--- src/rtl/mem_pkg.sv ---
// Shared sizing constants and word types for the
// small register-array memory and its bench.
package mem_pkg;

    localparam int MEM_DATA_WIDTH = 8;
    localparam int MEM_ADDR_WIDTH = 2;
    localparam int MEM_DEPTH      = 1 << MEM_ADDR_WIDTH;

    typedef logic [MEM_DATA_WIDTH-1:0] word_t;
    typedef logic [MEM_ADDR_WIDTH-1:0] addr_t;

endpackage

--- src/rtl/modport_mem_if.sv ---
// Access bus of the memory: one address, write and
// read strobes, write data and registered read data.
interface modport_mem_if #(
    parameter int DATA_WIDTH = 8,
    parameter int ADDR_WIDTH = 2
);

    logic [ADDR_WIDTH-1:0] addr;
    logic                  wr_en;
    logic                  rd_en;
    logic [DATA_WIDTH-1:0] wdata;
    logic [DATA_WIDTH-1:0] rdata;

    modport master (
        output addr,
        output wr_en,
        output rd_en,
        output wdata,
        input  rdata
    );

    modport slave (
        input  addr,
        input  wr_en,
        input  rd_en,
        input  wdata,
        output rdata
    );

endinterface

--- src/rtl/modport_mem.sv ---
// Register-array memory with one write port and one
// registered read port; reads return pre-write data.
module modport_mem
    import mem_pkg::*;
#(
    parameter int DATA_WIDTH = MEM_DATA_WIDTH,
    parameter int ADDR_WIDTH = MEM_ADDR_WIDTH
) (
    input  logic          clk,
    input  logic          reset,
    modport_mem_if.slave  bus
);

    localparam int DEPTH = 1 << ADDR_WIDTH;

    logic [DATA_WIDTH-1:0] mem_q [DEPTH];
    logic [DATA_WIDTH-1:0] mem_d [DEPTH];
    logic [DATA_WIDTH-1:0] rdata_q;
    logic [DATA_WIDTH-1:0] rdata_d;

    // Read samples mem_q, so a same-address write
    // lands after the old word has been captured.
    always_comb begin
        mem_d   = mem_q;
        rdata_d = rdata_q;
        if (bus.wr_en) begin
            mem_d[bus.addr] = bus.wdata;
        end
        if (bus.rd_en) begin
            rdata_d = mem_q[bus.addr];
        end
    end

    always_ff @(posedge clk) begin
        if (reset) begin
            for (int i = 0; i < DEPTH; i++) begin
                mem_q[i] <= '0;
            end
            rdata_q <= '0;
        end else begin
            mem_q   <= mem_d;
            rdata_q <= rdata_d;
        end
    end

    assign bus.rdata = rdata_q;

endmodule

--- src/flat_wrapper.sv ---
// flat-port wrapper written by rule: the top's interface ports become plain ports
module modport_mem_flat import mem_pkg::*;
#(
    parameter int DATA_WIDTH = MEM_DATA_WIDTH,
    parameter int ADDR_WIDTH = MEM_ADDR_WIDTH
)
  (clk, reset, bus_addr, bus_wr_en, bus_rd_en, bus_wdata, bus_rdata);
  modport_mem_if #(.DATA_WIDTH(DATA_WIDTH), .ADDR_WIDTH(ADDR_WIDTH)) bus_i ();
  input  logic clk;
  input  logic reset;
  input wire logic [$bits(bus_i.addr)-1:0] bus_addr;
  input wire logic [$bits(bus_i.wr_en)-1:0] bus_wr_en;
  input wire logic [$bits(bus_i.rd_en)-1:0] bus_rd_en;
  input wire logic [$bits(bus_i.wdata)-1:0] bus_wdata;
  output wire logic [$bits(bus_i.rdata)-1:0] bus_rdata;
  assign bus_i.addr = bus_addr;
  assign bus_i.wr_en = bus_wr_en;
  assign bus_i.rd_en = bus_rd_en;
  assign bus_i.wdata = bus_wdata;
  assign bus_rdata = bus_i.rdata;
  modport_mem #(.DATA_WIDTH(DATA_WIDTH), .ADDR_WIDTH(ADDR_WIDTH)) u_core (.clk(clk), .reset(reset), .bus(bus_i));
endmodule
--- config.mk ---
export PLATFORM = sky130hd
export DESIGN_NAME = modport_mem_flat
export DESIGN_NICKNAME = d
export VERILOG_FILES = /design/src/rtl/mem_pkg.sv /design/src/rtl/modport_mem_if.sv /design/src/rtl/modport_mem.sv /design/src/flat_wrapper.sv
export SDC_FILE = /design/constraint.sdc
export NUM_CORES = 1
export LEC_CHECK = 0
export CAP_MARGIN = 20
export CORE_UTILIZATION = 60
export CTS_CLUSTER_SIZE = 25
export DETAILED_ROUTE_END_ITERATION = 6
export DONT_BUFFER_PORTS = 1
export GPL_TIMING_DRIVEN = 0
export HOLD_SLACK_MARGIN = 0.12
export PLACE_DENSITY = 0.76
export SYNTH_ARGS = -nofsm -noshare
export SYNTH_HDL_FRONTEND = slang
export SYNTH_SLANG_ARGS = --single-unit
--- constraint.sdc ---
create_clock -name clk -period 1.3 [get_ports clk]
set_input_delay 0.195 -clock clk [delete_from_list [all_inputs] [get_ports clk]]
set_output_delay 0.195 -clock clk [all_outputs]
set_load 0.1 [all_outputs]
==> metrics.md <==
| Metric | Value |
|---|---|
| Status | finished clean |
| Max Cap Viol | 0 |
| Final ANT Viol Nets | 0 |
| Clock-pin slew on the worst setup and hold paths | 110 ps |
| Slew margin rel. | roughly 64% |
| Site Rows | 18 |
| Layout net count | 171 |
| Post-Synthesis Cells | 142 |
| Top FF cell, synth | dfxtp_1 |
| Origin of the worst setup path | u_core.bus.rdata[2] |
| Die footprint | just under 3000 um^2 |
| Ys async rst share | 0% |
| Synth Net Count | 156 |
| Final std cells w/o fill | 185 |
| Hold path start | bus_addr[1] |
| Final Setup Violations | 0 |
| Vias per cell | 5.71 |
| Worst-skew pair later-pin latency | 340 ps |
| Maximum number of pins on one net before global-route repair | 11 |
| Final WS setup | around 82 ps |
| CTS sink count | 40 |
| Die width | 54.3 um |
| Largest fanout on the critical path | 2 |
| Synthesized flop and latch total | 40 |
| Ant diodes | 0 |
| Worst path required time | 1110 ps |
| Clk_skew | 4.94 ps |
| Worst hold path class | in2reg |
| Initial antenna violation count | 0 |
| Clk root buf | clkbuf_4 |
| DR DRC count | 0 |
| Leakage power | between 0.8 and 0.9 nW |
| Fillcell total | 191 |
| First-iteration detailed-routing DRC count | 23 |
| First-pass detailed-route iteration total | 4 |
| Area growth syn-to-layout | 10.1% |
| Top post-synthesis cells by count | 40 x dfxtp_1, 40 x mux2i_1, 40 x nor2_1 |
| Ys Warns | 0 |
| Critical path arrival | 1020 ps |
| Global-route wire length before repair | 4850 um |
| Final hold vios | 0 |
| Initial core utilization | 65.0% |
| Vias in the first global route | roughly 1.1k |
| H-tree depth | 2 |
| Share of cells above drive strength 1 | 16.1% |
| Min cycle time layout | about 1200 ps |
| Post-DP HPWL | 2050 um |
| Peak supply drop | 1.14 mV |
| Slew Limit Fails | 0 |
| Worst r2r src | u_core.mem_q[18] |
| Final WL | slightly above 3000 um |
| Chip height | 54.3 um |
| WS Path Type | reg2out |
| Area leader, netlist | dfxtp_1 |
| Syn avg cell area | roughly 12 um^2 |
| Seq/Total Area, Yosys | 48.9% |
| WL/cell | about 17 um |
| CTS Buf Count | 5 |
| Clock Tree Buf Depth | 2 |
| CP startpoint kind | flop |
| RePlAce Congestion | 0.664 |
| Post-synth EDFFs | 0 |
| Top Ports | 22 |
| Worst reg2reg setup slack | 150 ps |
| Core Area | 2520 um^2 |
| Final Cycle Share | 93.7% |
| Pre-CTS setup slack | -6.65 ps |
| CTS tree | yes |
| GRT Util Overall | 24.7% |
| GRT Residual Overflow | 0 |
| Unrepaired setup endpoints after global routing | no |
| Least-Margin Pin Slew | approximately 540 ps |
| Routed vias | 1056 |
| Power after layout | about 2.1 mW |
| Largest cells by area after synthesis | dfxtp_1 49%, mux2i_1 24%, nor2_1 9.2%, mux4_2 6.9%, mux4_1 4.8% |
| Fmax | just over 0.8 GHz |
| Placed Cells | 172 |
| Mapped cell area | 1640 um^2 |
| Post-synth top area share | 48.9% |
| Post-CTS setup buffer count | 0 |
| Critical path endpoint category | output pin |
| Synth unique cells | 11 |
| Pwr dens | 1150 nW/um^2 |
| # port buffers | 0 |
==> what timing repair did <==
action                                 4_1_cts  5_1_grt
hold buffers                                 8        0
setup endpoints to repair                   15        0
gates resized for setup                      8        0
endpoints found under the hold margin       32        0
==> cells by family after synthesis <==
group / after synthesis / share of synthesized area, %
simple gates: 44 / 11.1
mux: 48 / 36.1
flops: 40 / 48.9
buf+inv: 10 / 3.89
==> tightest hold or removal path, cell delays in order <==
cell     delay, ps
mux4_1         180
mux2i_1         60
nor2_1          70
==> flip-flops by register name, summed over array words and instances, names as in the netlist <==
signal            count
u_core.mem_q         32
u_core.bus.rdata      8
==> power breakdown <==
| group | switching (mW) | internal [mW] |
|---|---|---|
| Sequential | 0.0552 | 1.26 |
| Clock | 0.373 | 0.181 |
| Combinational | 0.104 | 0.104 |
==> worst paths after layout <==
check	cells after the start	endpoint
worst max-delay path	0	bus_rdata[2]
worst min-delay path	3	u_core.bus.rdata[7]
worst max register to register	3	u_core.bus.rdata[2]
worst min register to register	2	u_core.mem_q[15]
==> placed cells by master, fill, tap and decap left out <==
cell type	synthesis	final
dlygate4sd3_1	0	8
clkbuf_1	4	4
nand3b_1	2	2
nand3_2	1	1
dfxtp_2	0	8
mux4_1	3	3
nor3b_1	1	1
dfxtp_1	40	32
mux2i_1	40	40
buf_4	5	5
nor2_1	40	40
clkbuf_4	0	5
buf_6	1	1
mux4_2	5	5
==> metrics by stage <==
| stage | TNS (ps) | instance area [um^2] | util [%] | hold slack [ps] |
|---|---|---|---|---|
| after global routing | 0 | 1800 | 71.5 | 214 |
| final | 0 | 1800 | 71.5 | 196 |
| after CTS | 0 | 1800 | 71.5 | 194 |
| after floorplan | 0 | 1640 | - | 339 |
| after global placement | 0 | 1680 | 66.5 | 342 |
| after detailed placement | -10.2 | 1680 | 66.5 | 350 |
==> per-layer routing <==
metal / share of wire (%) / GRT usage, %
met1: 46 / 27.7
met5: 0 / 0
met3: 3.4 / 6.39
met4: 1.0 / 11.1
met2: 50 / 43.7
==> final cells by class <==
class,count,area [um^2],area share [%]
flip-flops and latches,40,811,44.9
multi-input cells,92,774,42.9
repair buffers,8,80.1,4.44
plain buffers,10,63.8,3.54
clock buffers,5,37.5,2.08
well taps,30,37.5,2.08
(Power assumes the default switching activity.)
